<file path="src/rtl/led_matrix_pkg.sv">
// Shared types and constants for the 8x8 LED matrix arbiter.
// Row r is driven by pulling hang bit (7-r) low.
package led_matrix_pkg;

   typedef enum logic {
      IDLE = 1'b0,
      SCAN = 1'b1
   } state_e;

   localparam int         ROWS      = 8;
   localparam int         ROW_W     = 3;
   localparam logic [7:0] HANG_IDLE = 8'hFF;
   localparam logic [7:0] GRE_BLANK = 8'h00;

   function automatic logic [7:0] row_sel(input logic [ROW_W-1:0] row);
      return ~(8'h80 >> row);
   endfunction

endpackage

</file>
<file path="src/rtl/matrix_row_scanner.sv">
// Row/column timing for the matrix: holds each row SCAN_DIV cycles and flags
// the last cycle of row 7. row_nxt is the row shown in the following cycle.
module matrix_row_scanner
   import led_matrix_pkg::*;
#(
   parameter int SCAN_DIV = 16
) (
   input  logic             clk,
   input  logic             rst,
   input  logic             scan_en,
   input  logic             scan_active,
   output logic [ROW_W-1:0] row_nxt,
   output logic             frame_done
);

   localparam int DIV_W = (SCAN_DIV > 1) ? $clog2(SCAN_DIV) : 1;

   logic [DIV_W-1:0] div_q;
   logic [DIV_W-1:0] div_nxt;
   logic [ROW_W-1:0] row_q;

   // A fresh grant (scan_en while not yet active) starts from row 0, div 0.
   always_comb begin
      row_nxt = '0;
      div_nxt = '0;
      if (scan_en && scan_active) begin
         if (div_q == DIV_W'(SCAN_DIV - 1)) begin
            row_nxt = row_q + 1'b1;
         end else begin
            row_nxt = row_q;
            div_nxt = div_q + 1'b1;
         end
      end
   end

   always_ff @(posedge clk or posedge rst) begin
      if (rst) begin
         row_q      <= '0;
         div_q      <= '0;
         frame_done <= 1'b0;
      end else begin
         row_q      <= row_nxt;
         div_q      <= div_nxt;
         frame_done <= (row_nxt == ROW_W'(ROWS - 1)) && (div_nxt == DIV_W'(SCAN_DIV - 1));
      end
   end

endmodule

</file>
<file path="src/rtl/led_matrix_arbiter.sv">
// Shares one 8x8 LED matrix and beeper among N_REQ screen sources, switching
// owner only at frame boundaries. Define LED_MATRIX_ARB_ROUND_ROBIN_EN for round-robin.
module led_matrix_arbiter
   import led_matrix_pkg::*;
#(
   parameter int N_REQ      = 3,
   parameter int SCAN_DIV   = 16,
   parameter int MIN_FRAMES = 4,
   parameter int BEEP_DIV   = 10
) (
   input  logic                clk,
   input  logic                rst,
   input  logic [N_REQ-1:0]    req,
   input  logic [64*N_REQ-1:0] bitmap,
   input  logic [N_REQ-1:0]    beep_req,
   output logic [N_REQ-1:0]    grant,
   output logic [7:0]          hang,
   output logic [7:0]          gre,
   output logic                beep,
   output logic                frame_done
);

   localparam int OW   = (N_REQ > 1) ? $clog2(N_REQ) : 1;
   localparam int FC_W = $clog2(MIN_FRAMES + 1);
   localparam int BC_W = $clog2(BEEP_DIV + 1);

   state_e           state_q, state_nxt;
   logic [OW-1:0]    owner_q, owner_nxt, win_idx;
   logic [N_REQ-1:0] grant_nxt;
   logic [FC_W-1:0]  fcnt_q, fcnt_nxt, fcnt_inc;
   logic             dropped_q, dropped_nxt;
   logic [BC_W-1:0]  bcnt_q, bcnt_nxt;
   logic             beep_nxt, change, scan_en;
   logic [7:0]       hang_nxt, gre_nxt;
   logic [ROW_W-1:0] row_nxt;
   logic [7:0]       src_row [N_REQ][ROWS];

   for (genvar i = 0; i < N_REQ; i++) begin : g_src
      for (genvar r = 0; r < ROWS; r++) begin : g_row
         assign src_row[i][r] = bitmap[64*i + 8*r +: 8];
      end
   end

`ifdef LED_MATRIX_ARB_ROUND_ROBIN_EN
   logic [OW-1:0] last_q;

   // Search upward from last+1 with wrap; last itself is checked last.
   function automatic logic [OW-1:0] pick(input logic [N_REQ-1:0] r, input logic [OW-1:0] last);
      int idx;
      pick = last;
      for (int k = N_REQ; k >= 1; k--) begin
         idx = (int'(last) + k) % N_REQ;
         if (r[idx]) pick = OW'(idx);
      end
   endfunction

   assign win_idx = pick(req, last_q);

   always_ff @(posedge clk or posedge rst) begin
      if (rst) last_q <= OW'(N_REQ - 1);
      else if (change && state_nxt == SCAN) last_q <= owner_nxt;
   end
`else
   function automatic logic [OW-1:0] pick(input logic [N_REQ-1:0] r);
      pick = '0;
      for (int i = N_REQ - 1; i >= 0; i--) begin
         if (r[i]) pick = OW'(i);
      end
   endfunction

   assign win_idx = pick(req);
`endif

   // NOTE: every comb output gets a default first so no path infers a latch.
   always_comb begin
      state_nxt   = state_q;
      owner_nxt   = owner_q;
      grant_nxt   = grant;
      fcnt_nxt    = fcnt_q;
      fcnt_inc    = fcnt_q;
      dropped_nxt = dropped_q;
      change      = 1'b0;
      case (state_q)
         IDLE: begin
            if (|req) begin
               state_nxt   = SCAN;
               owner_nxt   = win_idx;
               grant_nxt   = N_REQ'(1) << win_idx;
               fcnt_nxt    = '0;
               dropped_nxt = 1'b0;
               change      = 1'b1;
            end
         end
         SCAN: begin
            if (!req[owner_q]) dropped_nxt = 1'b1;
            if (frame_done) begin
               fcnt_inc    = (fcnt_q == FC_W'(MIN_FRAMES)) ? fcnt_q : fcnt_q + 1'b1;
               fcnt_nxt    = fcnt_inc;
               dropped_nxt = 1'b0;
               if (fcnt_inc == FC_W'(MIN_FRAMES) || !req[owner_q]) begin
                  if (!(|req)) begin
                     state_nxt = IDLE;
                     grant_nxt = '0;
                     fcnt_nxt  = '0;
                     change    = 1'b1;
                  end else if (win_idx != owner_q) begin
                     owner_nxt = win_idx;
                     grant_nxt = N_REQ'(1) << win_idx;
                     fcnt_nxt  = '0;
                     change    = 1'b1;
                  end
               end
            end
         end
         default: state_nxt = IDLE;
      endcase
   end

   assign scan_en = (state_nxt == SCAN);

   matrix_row_scanner #(.SCAN_DIV(SCAN_DIV)) u_scanner (
      .clk         (clk),
      .rst         (rst),
      .scan_en     (scan_en),
      .scan_active (state_q == SCAN),
      .row_nxt     (row_nxt),
      .frame_done  (frame_done)
   );

   // Outputs are computed for the next cycle so the registered pins line up with the row.
   always_comb begin
      hang_nxt = HANG_IDLE;
      gre_nxt  = GRE_BLANK;
      bcnt_nxt = '0;
      beep_nxt = 1'b0;
      if (scan_en) begin
         hang_nxt = row_sel(row_nxt);
         if (!dropped_nxt) gre_nxt = src_row[owner_nxt][row_nxt];
      end
      if (state_q == SCAN && scan_en && !change && beep_req[owner_q]) begin
         if (bcnt_q == BC_W'(BEEP_DIV)) begin
            beep_nxt = ~beep;
         end else begin
            bcnt_nxt = bcnt_q + 1'b1;
            beep_nxt = beep;
         end
      end
   end

   // NOTE: registers use non-blocking assignments so every flop samples pre-edge values.
   always_ff @(posedge clk or posedge rst) begin
      if (rst) begin
         state_q   <= IDLE;
         owner_q   <= '0;
         grant     <= '0;
         fcnt_q    <= '0;
         dropped_q <= 1'b0;
         bcnt_q    <= '0;
         beep      <= 1'b0;
         hang      <= HANG_IDLE;
         gre       <= GRE_BLANK;
      end else begin
         state_q   <= state_nxt;
         owner_q   <= owner_nxt;
         grant     <= grant_nxt;
         fcnt_q    <= fcnt_nxt;
         dropped_q <= dropped_nxt;
         bcnt_q    <= bcnt_nxt;
         beep      <= beep_nxt;
         hang      <= hang_nxt;
         gre       <= gre_nxt;
      end
   end

endmodule

</file>
<file path="config.mk">
export PLATFORM = sky130hd
export DESIGN_NAME = led_matrix_arbiter
export DESIGN_NICKNAME = d
export VERILOG_FILES = /design/src/rtl/led_matrix_pkg.sv /design/src/rtl/matrix_row_scanner.sv /design/src/rtl/led_matrix_arbiter.sv
export SDC_FILE = /design/constraint.sdc
export NUM_CORES = 1
export LEC_CHECK = 0
export ABC_AREA = 1
export CORE_MARGIN = 10
export CORE_UTILIZATION = 35
export CTS_BUF_LIST = sky130_fd_sc_hd__clkbuf_8
export CTS_CLUSTER_SIZE = 28
export DETAILED_ROUTE_END_ITERATION = 10
export PLACE_DENSITY = 0.81
export SLEW_MARGIN = 10
export SYNTH_ARGS = -nofsm -noshare
export SYNTH_HDL_FRONTEND = slang
export SYNTH_HIERARCHICAL = 1
export SYNTH_SLANG_ARGS = --single-unit
</file>
<file path="constraint.sdc">
create_clock -name clk -period 4.4 [get_ports clk]
set_input_delay 0.44 -clock clk [delete_from_list [all_inputs] [get_ports clk]]
set_output_delay 0.44 -clock clk [all_outputs]
set_load 0.02 [all_outputs]
</file>
==> results_dict.tcl, run 1 <==
set metrics [dict create \
    status "finished, final reports clean" \
    critical_path_class "reg2reg" \
    core_um2 10900 \
    grt_pass1_wl_um 25700 \
    worstReg2RegStart "fcnt_q[0]$_DFFE_PP0P_" \
    cts_resized 0 \
    dp.cells 989 \
    yosysSeqAreaShare_pct 25.0 \
    synth_top_area_cell "dfrtp_1" \
    postCtsHoldBufs 0 \
    setup_tns_ps 0 \
    critPathCapture "gre[6]$_DFF_PP0_" \
    die-area_um2 15900 \
    avgSynthCellArea_um2 6.04 \
    pin_count 221 \
    cts_htree_levels 2 \
    cts_tree "yes" \
    netlist.area_leader.share_pct 19.7 \
    nNetsFinal 1062 \
    drc_errors 0 \
    cpMostUsedCell "nand2_1" \
    grt_start_max_net_pins 52 \
    portBuffers 220 \
    synth.ff_latch_count 39 \
    fin_util_pct 57.6 \
    worstSetupStartpoint "fcnt_q[0]$_DFFE_PP0P_" \
    cts_setup_buffers 0 \
    root_buffer "clkbuf_8" \
    synth_cell_types 35 \
    vdd_drop_max_v 0.000117 \
    cp_slowest_cell "clkinv_1" \
    cpPeakStageDelay_ps 470 \
    track_usage_pct 19.4 \
    grt_pass1_vias 4918 \
    dp_hpwl_um 13600 \
    p_per_area_nw_per_um2 138 \
    start_kind "flop" \
    path_cells "inv_1, ha_1, inv_1, nand2_1, nand2_1, nand3_1, nand3_4, nand2_2, nor2_1, inv_1, nand2_1, clkinv_1, nand2_2, nor2_4, nand2_1, buf_4, clkinv_1, nand3_1, nand2_1, nor2_1, nor2_1, nor2_1" \
    drive_gt1_share_pct 5.02 \
    clkPwrFrac_pct 28.0 \
    gp_congestion 0.913 \
    yosysWarnings 6 \
    via_count 4953 \
    insertion_delay_ps 300 \
    p_sw_mw 0.207 \
    drt-pass1-iter-count 5 \
    worst_slack_ps 819 \
    routed_wl_um 16600 \
    drt-initial-drc-count 440 \
    syn_nets 859 \
    pre_cts_slack_ps 647 \
    r2r_slack_ps 820 \
    layout_min_cycle_time_ps 3580 \
    r2r_cells 22 \
    clkSinkCount 39 \
    clockBufferDepth 2 \
    numCtsBuffers 5 \
    initial_core_util_pct 36.1 \
    final_common_cell "clkdlybuf4s50_1" \
    antenna_found_initial 1 \
    postSynthCellCount 653 \
    r2r-end "gre[6]$_DFF_PP0_" \
    path_clk_slew_ps 80 \
    min_period_over_period_pct 81.4 \
    yosys-top-cells-area "dfrtp_1, nand2_1, nand3_1" \
    nFillCells 1075 \
    wl_per_cell_um 16.7 \
    holdWs_ps 422 \
    rsz0062_at_grt "no" \
    crit_arrival_ps 3800 \
    worst_slew_pin_slew_ps 753 \
    power_frac_seq_pct 42.0 \
    crit_required_ps 4620 \
    fmax_ghz 0.279 \
    die_y_um 126 \
    p_sw_share_pct 23.9 \
    p_leak_nw 2.88 \
    cap_violations 0 \
    comb_power_share_pct 30.0 \
    maxSlewViolCount 0 \
    max_slew_margin_pct 49.7 \
    die_w_um 126 \
    cp-end-kind "flop" \
    crit_path_max_fanout 18 \
    postRouteAntennaNets 0 \
    hold_violations 0 \
    hold_class "in2async" \
    rows 38 \
    viasPerCell 4.96 \
    synthToLayoutAreaGrowth_pct 59.8 \
    final_cells 998 \
    final_cell_mix "clkdlybuf4s50_1, nand2_1, nand3_1, inv_1, nor2_1" \
    finalSetupViolations 0 \
    clock_skew_ps 6.54 \
    netlist_area_um2 3940 \
    p_int_mw 0.662 \
    grt_overflow 0 \
]
-- Yosys cell counts --
library cell	count
nand2_1	199
xor2_1	2
o22ai_1	25
nor2_4	1
inv_2	2
nor3_1	1
buf_4	3
dfrtp_1	31
nand4_1	2
nand2_4	2
clkinv_1	3
o21a_1	1
ha_1	6
buf_6	7
o21ai_1	8
clkbuf_1	14
a31oi_1	10
o32ai_1	2
nor2_2	1
nand3_2	1
inv_1	76
buf_8	1
o41ai_1	1
dfstp_2	8
o221ai_1	8
nand3_1	111
nand3b_1	33
o21ai_0	2
xnor2_1	1
buf_1	3
nor2_1	72
a21oi_1	3
nand3_4	2
nand2_2	4
buf_2	7
-- worst min-delay path by stage --
stage | endpoint | cells past startpoint | start
final | u_scanner/row_q[1]$_DFF_PP0_ | 2 | rst
after global routing | u_scanner/div_q[1]$_DFF_PP0_ | 2 | rst
after CTS | u_scanner/div_q[2]$_DFF_PP0_ | 2 | rst
after detailed placement | grant[1]$_DFFE_PP0P_ | 2 | grant[1]$_DFFE_PP0P_
after global placement | grant[1]$_DFFE_PP0P_ | 2 | grant[1]$_DFFE_PP0P_
after floorplan | u_scanner/div_q[0]$_DFF_PP0_ | 1 | rst
-- final cells by class --
class,count,area [um2],share of cell area (%)
Timing Repair Buffer,231,2300,36.5
Clock inverter,3,20.0,0.318
Antenna cell,1,2.50,0.0397
Multi-Input combinational cell,498,2440,38.8
Sequential cell,39,986,15.7
Inverter,81,304,4.83
Tap cell,140,175,2.78
Clock buffer,5,68.8,1.09
-- stage by stage --
step                instance area [um2]  total power, mW
global route                       6300            0.917
floorplan                          3940            0.437
CTS                                6300            0.878
finish                             6300            0.869
detailed placement                 6210            0.633
global placement                   6210            0.631
-- worst max-delay path, delay by kind of cell (launching register included) --
kind	cells	cell delay (ps)
fa+ha+maj	1	290
flops	1	370
buf+inv	6	1060
simple gates	15	1790
-- logic make-up (layout without fill, tap and decap cells) --
group / after synthesis / in the layout / share of synthesized area, %
AND/OR/NAND/NOR: 429 / 429 / 49.4
buffers and inverters: 116 / 320 / 13.2
AO/OA/AOI/OAI: 60 / 60 / 9.84
flip-flops: 39 / 39 / 25.0
adder cells (fa/ha/maj): 6 / 6 / 1.90
XOR/XNOR: 3 / 3 / 0.667
other: 0 / 1 / 0
-- sequential cells by signal, indices dropped and copies added, names as in the netlist --
signal / flops
bcnt_q: 4
beep: 1
dropped_q: 1
fcnt_q: 3
grant: 3
gre: 8
hang: 8
owner_q: 2
state_q: 1
u_scanner/div_q: 4
u_scanner/frame_done: 1
u_scanner/row_q: 3
-- power groups by stage --
stage / Clock, mW / Combinational [mW] / Sequential, mW
6_report: 0.244 / 0.261 / 0.365
5_1_grt: 0.269 / 0.283 / 0.365
4_1_cts: 0.251 / 0.262 / 0.365
3_5_place_dp: 0 / 0.261 / 0.371
3_3_place_gp: 0 / 0.259 / 0.371
2_1_floorplan: 0 / 0.0644 / 0.373
-- layer usage --
layer | global-route usage (%) | routed length [um] | vias to the layer above
li1 | - | - | 2530
met1 | 22.4 | 6620 | 2231
met2 | 34.4 | 8360 | 177
met3 | 5.96 | 1420 | 15
met4 | 4.55 | 224 | 0
met5 | 0 | 0 | -
(Power assumes the default switching activity.)
==> inputs of run 2 (changes only) <==
PLACE_DENSITY = 0.84   (was 0.81)
clock period = 2.9 ns   (was 4.4 ns; I/O delays follow)
==> run 2 against run 1 <==
  * Die area unchanged
  * Clock skew is 3.8 ps higher
  * Largest power group unchanged
  * Hold slack got worse by 160 ps
  * Sequential share of layout area down 1.3 points
  * Critical endpoint is now gre[5]$_DFF_PP0_
  * Sequential power grew 52%
==> results_dict.tcl, run 2 (synthesized netlist as in run 1, its figures left out) <==
set metrics [dict create \
    antenna_found_initial 0 \
    hold_violations 0 \
    pre_cts_slack_ps -162 \
    insertion_delay_ps 300 \
    core_um2 10900 \
    p_per_area_nw_per_um2 194 \
    layout_min_cycle_time_ps 2820 \
    comb_power_share_pct 30.7 \
    drc_errors 0 \
    grt_start_max_net_pins 42 \
    fmax_ghz 0.355 \
    grt_pass1_vias 5091 \
    crit_required_ps 3120 \
    p_sw_share_pct 24.2 \
    vdd_drop_max_v 0.000166 \
    cp_slowest_cell "dfrtp_1" \
    crit_arrival_ps 3040 \
    p_leak_nw 3.15 \
    busiest_layer "met2" \
    pin_count 221 \
    dpl-instance-area_um2 6470 \
    min_period_over_period_pct 97.3 \
    cp-end-kind "flop" \
    maxSlewViolCount 0 \
    grt_overflow 0 \
    cts_tree "yes" \
    cap_violations 0 \
    routed_wl_um 17600 \
    rows 38 \
    worst_slack_ps 79.4 \
    status "finished, final reports clean" \
    path_clk_slew_ps 80 \
    p_int_mw 1.01 \
    critical_path_class "reg2reg" \
    viasPerCell 4.99 \
    synthToLayoutAreaGrowth_pct 74.4 \
    finalSetupViolations 0 \
    crit_family "simple AND/OR/NAND/NOR gates" \
    postRouteAntennaNets 0 \
    final_area_um2 6880 \
    gp_congestion 0.886 \
    via_count 5176 \
    gr-usage-met1_pct 24.2 \
    nFillCells 989 \
    drt-pass1-iter-count 6 \
    drt-initial-drc-count 399 \
    die_w_um 126 \
    clockBufferDepth 2 \
    clkSinkCount 39 \
    antennaDiodeCount 0 \
    cts_htree_levels 2 \
    track_usage_pct 20.6 \
    root_buffer "clkbuf_8" \
    initial_core_util_pct 36.1 \
    start_kind "flop" \
    cpPeakStageDelay_ps 400 \
    critPathBufInv 6 \
    p_sw_mw 0.322 \
    largest_registers "gre x8, hang x8" \
    clkPwrFrac_pct 27.8 \
    max_slew_margin_pct 55.1 \
    final_cell_mix "clkdlybuf4s50_1, nand2_1, nand3_1, inv_1, nor2_1" \
    hold_class "in2async" \
    wl_per_cell_um 17.0 \
    rsz0062_at_grt "yes" \
    nNetsFinal 1103 \
    register_area_um2 986 \
    postCtsHoldBufs 0 \
    crit_path_max_fanout 6 \
    multi_input_area_um2 2580 \
    met3_usage_pct 5.49 \
    clock_skew_ps 10.3 \
    grtUsageMet2_pct 36.2 \
    portBuffers 220 \
    dp_hpwl_um 14000 \
    grt_pass1_wl_um 27100 \
    final_common_cell "clkdlybuf4s50_1" \
    power_frac_seq_pct 41.6 \
    die-area_um2 15900 \
    numCtsBuffers 5 \
    drive_gt1_share_pct 12.6 \
    worst_slew_pin_slew_ps 671 \
    die_y_um 126 \
]
## run 2: final cells by class
class | instances | area share (%)
Clock buffer | 5 | 1.00
Tap cell | 140 | 2.55
Clock inverter | 3 | 0.237
Multi-Input combinational cell | 498 | 37.6
Inverter | 81 | 4.49
Sequential cell | 39 | 14.3
Timing Repair Buffer | 272 | 39.8
## run 2: final timing paths
kind | start | endpoint | slack [ps] | depth (start not counted)
worst max-delay path | fcnt_q[1]$_DFFE_PP0P_ | gre[5]$_DFF_PP0_ | 80 | 25
worst min-delay path | rst | u_scanner/div_q[2]$_DFF_PP0_ | 270 | 2
worst max register to register | fcnt_q[1]$_DFFE_PP0P_ | gre[5]$_DFF_PP0_ | 80 | 25
worst min register to register | grant[1]$_DFFE_PP0P_ | grant[1]$_DFFE_PP0P_ | 480 | 2
max in group asynchronous | rst | hang[6]$_DFF_PP1_ | 2170 | 3
min in group clk | grant[1]$_DFFE_PP0P_ | grant[1]$_DFFE_PP0P_ | 480 | 2
## run 2: timing repair
action                     in CTS  in global routing
cloned                          1                  1
resized for setup               7                 36
setup endpoints to repair       8                  8
pin swaps                       1                 18
setup buffers                   1                 16
## run 2: metal layers
layer  up-vias  part of all wire (%)
li1       2615                     -
met1      2313                    40
met2       225                    50
met3        23                   8.1
met4         0                   2.0
met5         -                     0
## run 2: power by group through the flow
stage               combinational (mW)  clock [mW]  sequential (mW)
finish                           0.408       0.370            0.553
global route                     0.441       0.400            0.554
CTS                              0.405       0.378            0.553
detailed placement               0.404           0            0.564
global placement                 0.400           0            0.564
floorplan                       0.0978           0            0.566
## run 2: metrics by stage
stage	TNS (ps)	utilization (%)	power (mW)	instances	hold WS [ps]
final	0	62.9	1.33	1038	266
after global routing	-561	62.9	1.40	1038	316
after detailed placement	-817	59.1	0.968	1011	465
after floorplan	0	-	0.663	653	106
after global placement	-257	59.1	0.963	1011	464
after CTS	-1.11	60.2	1.34	1021	272
==> inputs of run 3 (changes only) <==
CAP_MARGIN = 5   (was default)
CORE_UTILIZATION = 25   (was 35)
PLACE_DENSITY = 0.65   (was 0.84)
==> run 3 against run 2 <==
  * Count of clock-buffer cells in the layout unchanged
  * Sequential power about the same
  * Critical path depth unchanged
  * Cell area increased by 2.7%
  * Non-clock buffer count increased by 3
  * Total power increased by 13%
  * Largest cell class unchanged
  * Flip-flop and latch count unchanged
  * Die area increased by 33%
  * Clock power increased by 44%
  * Hold slack improved by 12 ps
  * Core utilization decreased by 17 points
  * Routed wire length increased by 4.7%
==> results_dict.tcl, run 3 (synthesized netlist as in run 1, its figures left out) <==
set metrics [dict create \
    cp_slowest_cell "dfrtp_1" \
    r2r_slack_ps 120 \
    routed_wl_um 18400 \
    cts_tree "yes" \
    pre_cts_slack_ps -218 \
    hold_violations 0 \
    layout_min_cycle_time_ps 2780 \
    largest_registers "gre x8, hang x8" \
    die_y_um 146 \
    r2r_cells 25 \
    wl_per_cell_um 16.6 \
    p_leak_nw 3.19 \
    met1_length_um 7840 \
    drc_errors 0 \
    rsz0062_at_grt "yes" \
    finalPower_mw 1.50 \
    min_period_over_period_pct 95.8 \
    cpPeakStageDelay_ps 380 \
    route.met3.wl_um 1500 \
    nNetsFinal 1107 \
    path_clk_slew_ps 80 \
    cpMostUsedCell "nand2_1" \
    initial_core_util_pct 25.7 \
    insertion_delay_ps 290 \
    track_usage_pct 16.4 \
    p_per_area_nw_per_um2 213 \
    worst_slew_pin_slew_ps 401 \
    hold_class "in2async" \
    worstReg2RegStart "fcnt_q[0]$_DFFE_PP0P_" \
    maxSlewViolCount 0 \
    drt-pass1-iter-count 4 \
    antenna_found_initial 0 \
    crit_required_ps 3080 \
    worst_slack_ps 122 \
    grt_pass1_vias 5070 \
    holdWs_ps 278 \
    pin_count 221 \
    start_kind "flop" \
    dr.max_layer_used "met4" \
    final_common_cell "clkdlybuf4s50_1" \
    gp_congestion 0.856 \
    die-area_um2 21200 \
    finalSetupViolations 0 \
    final_cell_mix "clkdlybuf4s50_1, nand2_1, nand3_1, inv_1, nor2_1" \
    numCtsBuffers 5 \
    viasPerCell 4.52 \
    critical_path_class "reg2reg" \
    rows 45 \
    grt_overflow 0 \
    root_buffer "clkbuf_8" \
    via_count 5034 \
    grt_pass1_wl_um 28200 \
    crit_arrival_ps 2960 \
    dp.cells 1097 \
    core_um2 15300 \
    die_w_um 146 \
    clock_skew_ps 11.6 \
    antennaDiodeCount 0 \
    cp-end-kind "flop" \
    drive_gt1_share_pct 13.5 \
    crit_path_max_fanout 8 \
    postRouteAntennaNets 0 \
    max_slew_margin_pct 73.3 \
    cap_violations 0 \
    synthToLayoutAreaGrowth_pct 79.1 \
    fmax_ghz 0.360 \
    r2r-end "gre[3]$_DFF_PP0_" \
    final_cells 1113 \
    drt-initial-drc-count 302 \
    vdd_drop_max_v 0.000156 \
    clockBufferDepth 2 \
    postCtsHoldBufs 0 \
    dr_wl_met2_um 8750 \
    portBuffers 220 \
    dp_hpwl_um 15000 \
    status "finished, final reports clean" \
    grt_start_max_net_pins 49 \
    clkSinkCount 39 \
    cts_htree_levels 2 \
]
==> run 3: through the flow <==
step	setup TNS (ps)	util (%)	cell area [um2]
after global routing	-613	46.1	7060
after floorplan	0	-	3980
after global placement	-796	43.6	6680
after detailed placement	-1230	43.6	6680
after CTS	0	44.8	6850
final	0	46.1	7060
==> run 3: routing by layer <==
layer	up-vias	track usage, %
li1	2620	-
met1	2222	20.0
met2	177	27.5
met3	15	4.72
met4	0	4.40
met5	-	0
==> run 3: what timing repair did <==
item / CTS / global route
buffers inserted: 0 / 8
cloned: 0 / 1
endpoints found under the setup margin: 8 / 8
pin swaps: 3 / 21
gates resized for setup: 12 / 37
==> run 3: how the worst max path moves through the flow <==
| stage | start | endpoint | slack (ps) | cells past startpoint |
|---|---|---|---|---|
| final | fcnt_q[0]$_DFFE_PP0P_ | gre[3]$_DFF_PP0_ | 120 | 25 |
| after global routing | fcnt_q[0]$_DFFE_PP0P_ | gre[3]$_DFF_PP0_ | -110 | 25 |
| after CTS | fcnt_q[0]$_DFFE_PP0P_ | gre[3]$_DFF_PP0_ | 30 | 26 |
| after detailed placement | req[0] | gre[0]$_DFF_PP0_ | -220 | 22 |
| after global placement | req[0] | gre[0]$_DFF_PP0_ | -140 | 22 |
| after floorplan | fcnt_q[0]$_DFFE_PP0P_ | gre[5]$_DFF_PP0_ | 20 | 25 |
==> run 3: power by group <==
part           switching [mW]  internal [mW]
clock                   0.192          0.341
combinational           0.119          0.299
sequential            0.00416          0.549
total                   0.315           1.19
==> run 3: layout make-up <==
class	count	area, um2
repair buffers	275	2720
flip-flops and latches	39	986
inverters	81	312
clock buffers	5	68.8
well taps	211	264
clock inverters	3	63.8
multi-input cells	498	2640
fillers	1633	8250
repair inverters	1	6.26
==> run 3: critical path, delay by kind of cell, from the launching register on <==
kind            cells  cell delay, ps
compound gates      3             320
flops               1             380
simple gates       14            1270
buf+inv             7             570
fa+ha+maj           1             130
